`src/rtl/vec_ctrl_pkg.sv`:
```
// Shared opcode map, class/state enums and the opcode classifier used by the
// decoder and the vector execute sequencer.
package vec_ctrl_pkg;

  localparam logic [3:0] OP_MUL  = 4'b0000;
  localparam logic [3:0] OP_DIV  = 4'b0001;
  localparam logic [3:0] OP_LD   = 4'b0010;
  localparam logic [3:0] OP_ST   = 4'b0011;
  localparam logic [3:0] OP_ADD  = 4'b0100;
  localparam logic [3:0] OP_SUB  = 4'b0101;
  localparam logic [3:0] OP_ADDI = 4'b0110;
  localparam logic [3:0] OP_SUBI = 4'b0111;
  localparam logic [3:0] OP_B    = 4'b1000;
  localparam logic [3:0] OP_BEQ  = 4'b1001;

  typedef enum logic [1:0] {CLS_MULTI, CLS_LANE, CLS_SCALAR} op_class_t;

  typedef enum logic [1:0] {S_IDLE, S_EXEC, S_WAIT, S_DONE} seq_state_t;

  // Unlisted opcodes fall into the scalar class and never touch the datapath.
  function automatic op_class_t op_class(input logic [3:0] opcode);
    op_class_t cls;
    case (opcode)
      OP_MUL, OP_DIV:                                        cls = CLS_MULTI;
      OP_LD, OP_ST, OP_ADD, OP_SUB, OP_ADDI, OP_SUBI:        cls = CLS_LANE;
      OP_B, OP_BEQ:                                          cls = CLS_SCALAR;
      default:                                               cls = CLS_SCALAR;
    endcase
    return cls;
  endfunction

endpackage

```
`src/rtl/vector_op_sequencer_if.sv`:
```
// Issue / datapath / MUL-DIV handshake bundle between the decoder side
// (master) and the vector execute sequencer (slave).
interface vector_op_sequencer_if #(
  parameter int LANES = 4
);
  localparam int LW = $clog2(LANES);

  logic          issue_valid;
  logic [3:0]    issue_opcode;
  logic [LW:0]   issue_vl;
  logic          issue_ready;
  logic          flush;
  logic [LW-1:0] lane_idx;
  logic          lane_en;
  logic          unit_start;
  logic          unit_done;
  logic          stall;
  logic          op_done;
  logic          error;

  modport master (
    output issue_valid, issue_opcode, issue_vl, flush, unit_done,
    input  issue_ready, lane_idx, lane_en, unit_start, stall, op_done, error
  );

  modport slave (
    input  issue_valid, issue_opcode, issue_vl, flush, unit_done,
    output issue_ready, lane_idx, lane_en, unit_start, stall, op_done, error
  );

endinterface

```
`src/rtl/vector_op_sequencer_unit_watchdog.sv`:
```
// Counts WAIT cycles spent on the MUL/DIV unit; expired flags the cycle that
// is the TIMEOUT-th consecutive wait without a result.
module unit_watchdog #(
  parameter int TIMEOUT = 64
) (
  input  logic clk,
  input  logic rst,
  input  logic clear,
  input  logic enable,
  output logic expired
);
  localparam int            CW    = $clog2(TIMEOUT + 1);
  localparam logic [CW-1:0] LIMIT = CW'(TIMEOUT - 1);
  localparam logic [CW-1:0] ONE   = CW'(1'b1);

  logic [CW-1:0] count_r;

  // Wait-cycle counter, saturating at the expiry point.
  always_ff @(posedge clk or posedge rst) begin
    if (rst) begin
      count_r <= '0;
    end else if (clear) begin
      count_r <= '0;
    end else if (enable && !expired) begin
      count_r <= count_r + ONE;
    end else begin
      count_r <= count_r;
    end
  end

  assign expired = (count_r == LIMIT);

endmodule

```
`src/rtl/vector_op_sequencer.sv`:
```
// Steps one decoded vector instruction lane by lane over the shared datapath,
// handshaking with the iterative MUL/DIV unit and stalling the front end.
module vector_op_sequencer
  import vec_ctrl_pkg::*;
#(
  parameter int LANES   = 4,
  parameter int TIMEOUT = 64
) (
  input  logic                  clk,
  input  logic                  rst,
  vector_op_sequencer_if.slave  bus
);
  localparam int            LW       = $clog2(LANES);
  localparam logic [LW-1:0] LANE_ONE = LW'(1'b1);
  localparam logic [LW:0]   VL_ONE   = (LW + 1)'(1'b1);

  seq_state_t    state_r, state_nx;
  op_class_t     cls_r, cls_nx;
  logic [LW:0]   vl_r, vl_nx;
  logic [LW-1:0] lane_r, lane_nx;
  logic          error_r, error_nx;
  logic          lane_en_r, unit_start_r, op_done_r, stall_r, issue_ready_r;
  logic          last_lane_s, wd_expired_s;

  assign last_lane_s = ({1'b0, lane_r} == (vl_r - VL_ONE));

  unit_watchdog #(.TIMEOUT(TIMEOUT)) u_watchdog (
    .clk     (clk),
    .rst     (rst),
    .clear   (state_r == S_EXEC),
    .enable  (state_r == S_WAIT),
    .expired (wd_expired_s)
  );

  // Next-state, lane and error decisions.
  always_comb begin
    state_nx = state_r;
    cls_nx   = cls_r;
    vl_nx    = vl_r;
    lane_nx  = lane_r;
    error_nx = error_r;
    if ((state_r != S_IDLE) && bus.flush) begin
      state_nx = S_IDLE;
      lane_nx  = '0;
    end else begin
      case (state_r)
        S_IDLE: begin
          if (bus.issue_valid) begin
            cls_nx   = op_class(bus.issue_opcode);
            vl_nx    = bus.issue_vl;
            lane_nx  = '0;
            error_nx = 1'b0;
            if ((cls_nx == CLS_SCALAR) || (bus.issue_vl == '0)) begin
              state_nx = S_DONE;
            end else begin
              state_nx = S_EXEC;
            end
          end else begin
            state_nx = S_IDLE;
          end
        end
        S_EXEC: begin
          if (cls_r == CLS_MULTI) begin
            state_nx = S_WAIT;
          end else if (last_lane_s) begin
            state_nx = S_DONE;
          end else begin
            lane_nx = lane_r + LANE_ONE;
          end
        end
        S_WAIT: begin
          // A result arriving on the expiry cycle still counts as success.
          if (bus.unit_done) begin
            if (last_lane_s) begin
              state_nx = S_DONE;
            end else begin
              lane_nx  = lane_r + LANE_ONE;
              state_nx = S_EXEC;
            end
          end else if (wd_expired_s) begin
            error_nx = 1'b1;
            state_nx = S_DONE;
          end else begin
            state_nx = S_WAIT;
          end
        end
        S_DONE:  state_nx = S_IDLE;
        default: state_nx = S_IDLE;
      endcase
    end
  end

  // State register with outputs registered as decodes of the next state.
  always_ff @(posedge clk or posedge rst) begin
    if (rst) begin
      state_r       <= S_IDLE;
      cls_r         <= CLS_SCALAR;
      vl_r          <= '0;
      lane_r        <= '0;
      error_r       <= 1'b0;
      lane_en_r     <= 1'b0;
      unit_start_r  <= 1'b0;
      op_done_r     <= 1'b0;
      stall_r       <= 1'b0;
      issue_ready_r <= 1'b1;
    end else begin
      state_r       <= state_nx;
      cls_r         <= cls_nx;
      vl_r          <= vl_nx;
      lane_r        <= lane_nx;
      error_r       <= error_nx;
      lane_en_r     <= (state_nx == S_EXEC) || (state_nx == S_WAIT);
      unit_start_r  <= (state_nx == S_EXEC) && (cls_nx == CLS_MULTI);
      op_done_r     <= (state_nx == S_DONE);
      stall_r       <= (state_nx != S_IDLE);
      issue_ready_r <= (state_nx == S_IDLE);
    end
  end

  assign bus.issue_ready = issue_ready_r;
  assign bus.lane_idx    = lane_r;
  assign bus.lane_en     = lane_en_r;
  assign bus.unit_start  = unit_start_r;
  assign bus.stall       = stall_r;
  assign bus.op_done     = op_done_r;
  assign bus.error       = error_r;

endmodule

```
`src/flat_wrapper.sv`:
```
// flat-port wrapper written by rule: the top's interface ports become plain ports
module vector_op_sequencer_flat import vec_ctrl_pkg::*;
#(
  parameter int LANES   = 4,
  parameter int TIMEOUT = 64
)
  (clk, rst, bus_issue_valid, bus_issue_opcode, bus_issue_vl, bus_flush, bus_unit_done, bus_issue_ready, bus_lane_idx, bus_lane_en, bus_unit_start, bus_stall, bus_op_done, bus_error);
  vector_op_sequencer_if #(.LANES(LANES)) bus_i ();
  input  logic clk;
  input  logic rst;
  input wire logic [$bits(bus_i.issue_valid)-1:0] bus_issue_valid;
  input wire logic [$bits(bus_i.issue_opcode)-1:0] bus_issue_opcode;
  input wire logic [$bits(bus_i.issue_vl)-1:0] bus_issue_vl;
  input wire logic [$bits(bus_i.flush)-1:0] bus_flush;
  input wire logic [$bits(bus_i.unit_done)-1:0] bus_unit_done;
  output wire logic [$bits(bus_i.issue_ready)-1:0] bus_issue_ready;
  output wire logic [$bits(bus_i.lane_idx)-1:0] bus_lane_idx;
  output wire logic [$bits(bus_i.lane_en)-1:0] bus_lane_en;
  output wire logic [$bits(bus_i.unit_start)-1:0] bus_unit_start;
  output wire logic [$bits(bus_i.stall)-1:0] bus_stall;
  output wire logic [$bits(bus_i.op_done)-1:0] bus_op_done;
  output wire logic [$bits(bus_i.error)-1:0] bus_error;
  assign bus_i.issue_valid = bus_issue_valid;
  assign bus_i.issue_opcode = bus_issue_opcode;
  assign bus_i.issue_vl = bus_issue_vl;
  assign bus_i.flush = bus_flush;
  assign bus_i.unit_done = bus_unit_done;
  assign bus_issue_ready = bus_i.issue_ready;
  assign bus_lane_idx = bus_i.lane_idx;
  assign bus_lane_en = bus_i.lane_en;
  assign bus_unit_start = bus_i.unit_start;
  assign bus_stall = bus_i.stall;
  assign bus_op_done = bus_i.op_done;
  assign bus_error = bus_i.error;
  vector_op_sequencer #(.LANES(LANES), .TIMEOUT(TIMEOUT)) u_core (.clk(clk), .rst(rst), .bus(bus_i));
endmodule
```
`config.mk`:
```
export PLATFORM = sky130hd
export DESIGN_NAME = vector_op_sequencer_flat
export DESIGN_NICKNAME = d
export VERILOG_FILES = /design/src/rtl/vec_ctrl_pkg.sv /design/src/rtl/vector_op_sequencer_if.sv /design/src/rtl/vector_op_sequencer_unit_watchdog.sv /design/src/rtl/vector_op_sequencer.sv /design/src/flat_wrapper.sv
export SDC_FILE = /design/constraint.sdc
export NUM_CORES = 1
export LEC_CHECK = 0
export CAP_MARGIN = 10
export CORE_UTILIZATION = 45
export DETAILED_ROUTE_END_ITERATION = 7
export PLACE_DENSITY = 0.74
export SETUP_SLACK_MARGIN = 0.5
export SLEW_MARGIN = 20
export SYNTH_ARGS = -nofsm -noshare
export SYNTH_HDL_FRONTEND = slang
export SYNTH_SLANG_ARGS = --single-unit
```
`constraint.sdc`:
```
create_clock -name clk -period 5.5 [get_ports clk]
set_input_delay 1.1 -clock clk [delete_from_list [all_inputs] [get_ports clk]]
set_output_delay 1.1 -clock clk [all_outputs]
set_load 0.05 [all_outputs]
```
==> impl_metrics.env, run 1 <==
export IMPL_worstHoldStart="u_core.vl_r[1]"
export IMPL_drc=0
export IMPL_grt_pass1_wl_um=3670
export IMPL_use_met2_pct=32.7
export IMPL_rrSetupSlack_ns=3.48
export IMPL_cp_max_fo=7
export IMPL_synth_area_leader_cell="dfrtp_1"
export IMPL_worstPathCellList="clkdlybuf4s50_1"
export IMPL_syn_instance_count=116
export IMPL_dp_slack_ns=2.70
export IMPL_synth_top_area_share_pct=41.0
export IMPL_instances_no_fill=165
export IMPL_use_met3_pct=4.24
export IMPL_antenna_found_initial=0
export IMPL_detailed_place_hpwl_um=1640
export IMPL_power_density_nw_per_um2=528
export IMPL_cts_buffers=3
export IMPL_fin_crit_sh_pct=49.6
export IMPL_cts_resized=0
export IMPL_drive_above_1_share_pct=9.63
export IMPL_p_leak_uw=0.000660
export IMPL_holdPathStages=1
export IMPL_async_reset_ff_share_pct=100
export IMPL_ys_ff_latch=22
export IMPL_postCtsHoldBufs=0
export IMPL_die_h_um=54.1
export IMPL_use_met1_pct=19.0
export IMPL_vias=907
export IMPL_ant_nets=0
export IMPL_clock_latency_ns=0.31
export IMPL_synth_most_common_cell="dfrtp_1"
export IMPL_syn_to_final_growth_pct=19.2
export IMPL_status="finished, final reports clean"
export IMPL_cp_num_cells=1
export IMPL_gp_congestion=0.715
export IMPL_cp_top_family="buffers and inverters"
export IMPL_final_max_slew_viol_count=0
export IMPL_relSlewSlack_pct=45.2
export IMPL_die_w_um=54.1
export IMPL_grt_max_degree=23
export IMPL_clock_root_buffer="clkbuf_4"
export IMPL_dieArea_um2=2930
export IMPL_maxCapViolCount=0
export IMPL_reg2reg_depth=8
export IMPL_grt_busiest_layer="met2"
export IMPL_via_per_inst=5.50
export IMPL_criticalPathCategory="reg -> out"
export IMPL_clock_sinks=22
export IMPL_finClkSkew_ns=0.00515
export IMPL_ir_drop_mv=0.318
export IMPL_r2r_end="u_core.bus.unit_start"
export IMPL_core_area_um2=2520
export IMPL_fin_crit_ns=2.73
export IMPL_io_buffers=18
export IMPL_critPathSlowestCell="clkdlybuf4s50_1"
export IMPL_totalWireLength_um=2190
export IMPL_cts_setup_buffers=0
export IMPL_setup_ws_ns=2.77
export IMPL_timing_final_hold_violations=0
export IMPL_cts_tree="done"
export IMPL_min_to="u_core.vl_r[1]"
export IMPL_wl_per_cell_um=13.3
export IMPL_hp_class="reg -> reg"
export IMPL_ios=20
export IMPL_setup_viol=0
export IMPL_cts_htree_levels=1
export IMPL_path_buf_inv=1
export IMPL_reg2reg_from="u_core.u_watchdog.count_r[0]"
export IMPL_syn_cell_area_um2=1220
export IMPL_path_clk_slew_ns=0.12
export IMPL_cp_start_kind="flop"
export IMPL_synth_enable_flop_cells=0
export IMPL_start_util_pct=48.4
export IMPL_layout_nets=157
export IMPL_drt_iter0_markers=15
export IMPL_tns_ns=0
export IMPL_arrival_ns=1.63
export IMPL_cp_end_kind="output pin"
export IMPL_yosysSeqAreaShare_pct=45.3
export IMPL_fp_row_count=18
export IMPL_place_inst=161
export IMPL_grt_overflow_total=0
export IMPL_synth_fp_nets=137
export IMPL_ys_warn_count=0
export IMPL_clock_path_buffers=2
export IMPL_grt_pass1_vias=874
export IMPL_track_usage_pct=17.9
export IMPL_synth_flop_cell="dfrtp_1"
export IMPL_drtPass1Iterations=4
export IMPL_crit_required_ns=4.40
export IMPL_antennaDiodeCount=0
export IMPL_max_stage_delay_ns=0.84
export IMPL_fmaxAchievable_ghz=0.366
export IMPL_synthDistinctLibCells=38
export IMPL_synth_avg_cell_area_um2=10.5
export IMPL_rsz0062_at_grt="no"
export IMPL_synth_common_cells="dfrtp_1, nor2_1, ha_1"
export IMPL_worstMarginPinSlew_ns=0.821
export IMPL_synthTopCellsByArea="dfrtp_1, ha_1, xor2_1"
[flip-flops by register name, indices dropped and copies added (netlist names)]
name                       count
u_core.cls_r                   2
u_core.state_r                 2
u_core.u_watchdog.count_r      7
u_core.bus.stall               1
u_core.bus.unit_start          1
u_core.bus.issue_ready         1
u_core.bus.lane_idx            2
u_core.bus.error               1
u_core.bus.op_done             1
u_core.bus.lane_en             1
u_core.vl_r                    3
[layer usage]
layer | part of all wire [%] | vias up
met4 | 1.8 | 0
met3 | 2.7 | 5
met5 | 0 | -
li1 | - | 443
met1 | 44 | 444
met2 | 51 | 15
[final cells by class]
| class | count | area (um^2) |
|---|---|---|
| inverter | 8 | 30.0 |
| timing repair buffer | 18 | 180 |
| fill | 224 | 1070 |
| sequential | 22 | 553 |
| clock buffer | 4 | 36.3 |
| multi-input combinational | 83 | 618 |
| tap | 30 | 37.5 |
[cell families after synthesis]
kind of cell	synth area share, %
AND/OR/NAND/NOR	15.2
XOR/XNOR	5.74
multiplexers	4.51
AO/OA/AOI/OAI	16.0
buffers and inverters	4.10
flip-flops	45.3
adder cells (fa/ha/maj)	9.22
[power breakdown]
| group | internal (uW) | switching (uW) |
|---|---|---|
| Sequential | 220 | 31.6 |
| Clock | 40.5 | 49.8 |
| Combinational | 167 | 259 |
[worst max-delay path by stage]
stage,from,endpoint,slack [ns]
after floorplan,bus_unit_done,u_core.bus.unit_start,3.41
after global placement,bus_unit_done,u_core.bus.unit_start,2.71
after detailed placement,bus_unit_done,u_core.bus.unit_start,2.70
after CTS,u_core.bus.lane_idx[0],bus_lane_idx[0],2.76
after global routing,u_core.bus.lane_idx[0],bus_lane_idx[0],2.71
final,u_core.bus.lane_idx[0],bus_lane_idx[0],2.77
[layout by cell type, fill, tap and decap left out, types with 3 or more instances in the layout]
master / netlist / layout
o211ai_1: 4 / 4
dfrtp_1: 20 / 20
nor2_1: 15 / 15
a21oi_1: 5 / 5
clkdlybuf4s50_1: 0 / 18
inv_1: 8 / 8
nand2_1: 6 / 6
clkbuf_4: 0 / 3
xor2_1: 7 / 7
mux2_2: 4 / 4
ha_1: 9 / 9
[stage by stage]
stage | util (%) | area, um^2 | power, uW | hold slack, ns
floorplan | - | 1220 | 584 | 0.479
global placement | 56.3 | 1420 | 672 | 0.495
detailed placement | 56.3 | 1420 | 685 | 0.501
CTS | 57.7 | 1460 | 777 | 0.530
global route | 57.7 | 1460 | 829 | 0.555
finish | 57.7 | 1460 | 769 | 0.526
Power figures use the tool's default switching activity.
==> inputs of run 2 (changes only) <==
==> constraint.sdc (replaced) <==
create_clock -name clk -period 2.87 [get_ports clk]
set_input_delay 0.574 -clock clk [delete_from_list [all_inputs] [get_ports clk]]
set_output_delay 0.574 -clock clk [all_outputs]
set_load 0.05 [all_outputs]
==> run 2 against run 1 <==
  * Global-route usage is 0.20 points lower
  * Die area unchanged
  * Flip-flop and latch count stayed put
  * Setup slack got worse by 2.1 ns
  * Via count increased by 2.6%
  * Register-to-register slack worse by 2.7 ns
  * Cell area stayed put
  * Combinational power grew 90%
  * Largest power group unchanged
==> impl_metrics.env, run 2 (synthesis gave the netlist of run 1 again) <==
export IMPL_totalWireLength_um=2150
export IMPL_antennaDiodeCount=0
export IMPL_timing_final_hold_violations=0
export IMPL_die_h_um=54.1
export IMPL_p_switching_uw=653
export IMPL_via_per_inst=5.64
export IMPL_rsz0062_at_grt="no"
export IMPL_max_stage_delay_ns=0.84
export IMPL_cts_buffers=3
export IMPL_pwr_share_clk_pct=11.7
export IMPL_cp_max_fo=7
export IMPL_cts_setup_buffers=0
export IMPL_fp_row_count=18
export IMPL_largest_register_ffs=7
export IMPL_setup_viol=0
export IMPL_grt_max_degree=23
export IMPL_io_buffers=18
export IMPL_use_met3_pct=3.39
export IMPL_dieArea_um2=2930
export IMPL_arrival_ns=1.63
export IMPL_clock_sinks=22
export IMPL_path_clk_slew_ns=0.12
export IMPL_clock_path_buffers=2
export IMPL_cp_end_kind="output pin"
export IMPL_fmaxAchievable_ghz=0.454
export IMPL_gp_congestion=0.701
export IMPL_fin_crit_sh_pct=76.7
export IMPL_regMostFlops="u_core.u_watchdog.count_r"
export IMPL_intPower_uw=818
export IMPL_vias=931
export IMPL_layout_nets=157
export IMPL_maxCapViolCount=0
export IMPL_critPathSlowestCell="clkdlybuf4s50_1"
export IMPL_antenna_found_initial=0
export IMPL_die_w_um=54.1
export IMPL_criticalPathCategory="reg -> out"
export IMPL_cp_top_family="buffers and inverters"
export IMPL_power_density_nw_per_um2=1010
export IMPL_use_met1_pct=20.7
export IMPL_multi_input_area_um2=618
export IMPL_use_met2_pct=31.9
export IMPL_drive_above_1_share_pct=9.63
export IMPL_ir_drop_mv=0.569
export IMPL_path_buf_inv=1
export IMPL_cts_tree="done"
export IMPL_grt_pass1_wl_um=3680
export IMPL_grt_busiest_layer="met2"
export IMPL_finClkSkew_ns=0.00425
export IMPL_p_comb_share_pct=55.1
export IMPL_drt_iter0_markers=11
export IMPL_relSlewSlack_pct=45.5
export IMPL_cts_resized=0
export IMPL_reg_top3="u_core.u_watchdog.count_r: 7 flops, u_core.vl_r: 3 flops"
export IMPL_drtPass1Iterations=4
export IMPL_worstMarginPinSlew_ns=0.817
export IMPL_cts_htree_levels=1
export IMPL_setup_ws_ns=0.670
export IMPL_postCtsHoldBufs=0
export IMPL_crit_required_ns=2.30
export IMPL_drc=0
export IMPL_track_usage_pct=17.7
export IMPL_cp_start_kind="flop"
export IMPL_ios=20
export IMPL_tns_ns=0
export IMPL_core_area_um2=2520
export IMPL_final_max_slew_viol_count=0
export IMPL_grt_pass1_vias=878
export IMPL_worstPathCellList="clkdlybuf4s50_1"
export IMPL_wl_per_cell_um=13.0
export IMPL_clock_latency_ns=0.31
export IMPL_detailed_place_hpwl_um=1650
export IMPL_p_leak_uw=0.000660
export IMPL_status="finished, final reports clean"
export IMPL_start_util_pct=48.4
export IMPL_fin_crit_ns=2.20
export IMPL_layout_commonest_cell="dfrtp_1"
export IMPL_clock_root_buffer="clkbuf_4"
export IMPL_syn_to_final_growth_pct=19.2
export IMPL_switching_share_pct=44.4
export IMPL_hp_class="reg -> reg"
export IMPL_seqPwrFrac_pct=33.2
export IMPL_dp_slack_ns=0.621
export IMPL_fillers=230
export IMPL_seqCellArea_um2=553
export IMPL_grt_overflow_total=0
export IMPL_ant_nets=0
export IMPL_layout_common_cells="dfrtp_1, clkdlybuf4s50_1, nor2_1"
==> run 2: cell counts in the layout (fill, tap and decap cells not counted) <==
Identical to the previous run, type by type.
==> run 2: metal layers <==
| metal | vias to the layer above | part of all wire (%) |
|---|---|---|
| li1 | 447 | - |
| met1 | 465 | 43 |
| met2 | 17 | 53 |
| met3 | 2 | 3.1 |
| met4 | 0 | 1.2 |
| met5 | - | 0 |
==> run 2: worst register-to-register path, stage by stage, from the launching register on <==
cell and delay (ns):
dfrtp_1 0.40, inv_1 0.06, ha_1 0.29, xor2_1 0.24
nand3_2 0.16, a21oi_1 0.26, o31a_1 0.22, ha_1 0.16
o211ai_1 0.08, nor2_1 0.10
==> run 2: power by group through the flow <==
stage          registers (uW)  logic (uW)  clock network (uW)
3_3_place_gp              489         799                   0
6_report                  488         811                 172
4_1_cts                   486         817                 177
3_5_place_dp              492         816                   0
2_1_floorplan             622         498                   0
5_1_grt                   503         898                 188
==> run 2: through the flow <==
stage	total power, uW	utilization, %	hold WS, ns	cell area, um^2	std cells
5_1_grt	1590	57.7	0.563	1460	165
6_report	1470	57.7	0.531	1460	165
2_1_floorplan	1120	-	0.479	1220	116
3_3_place_gp	1290	56.3	0.495	1420	161
3_5_place_dp	1310	56.3	0.505	1420	161
4_1_cts	1480	57.7	0.533	1460	165
==> run 2: cell type report <==
class                      count  share of cell area [%]
timing repair buffer          18                    12.4
tap                           30                    2.58
multi-input combinational     83                    42.5
sequential                    22                    38.0
inverter                       8                    2.06
clock buffer                   4                    2.49
==> run 2: path summary, 6_finish.rpt <==
| check | from | end | slack (ns) | cells past startpoint |
|---|---|---|---|---|
| worst max-delay path | u_core.bus.lane_idx[0] | bus_lane_idx[0] | 0.67 | 1 |
| worst min-delay path | u_core.vl_r[1] | u_core.vl_r[1] | 0.53 | 1 |
| worst max register to register | u_core.vl_r[0] | u_core.bus.unit_start | 0.83 | 9 |
| max in group asynchronous | rst | u_core.u_watchdog.count_r[1] | 1.65 | 2 |
| worst min register to register | u_core.vl_r[1] | u_core.vl_r[1] | 0.53 | 1 |
| min in group asynchronous | rst | u_core.bus.op_done | 0.71 | 2 |
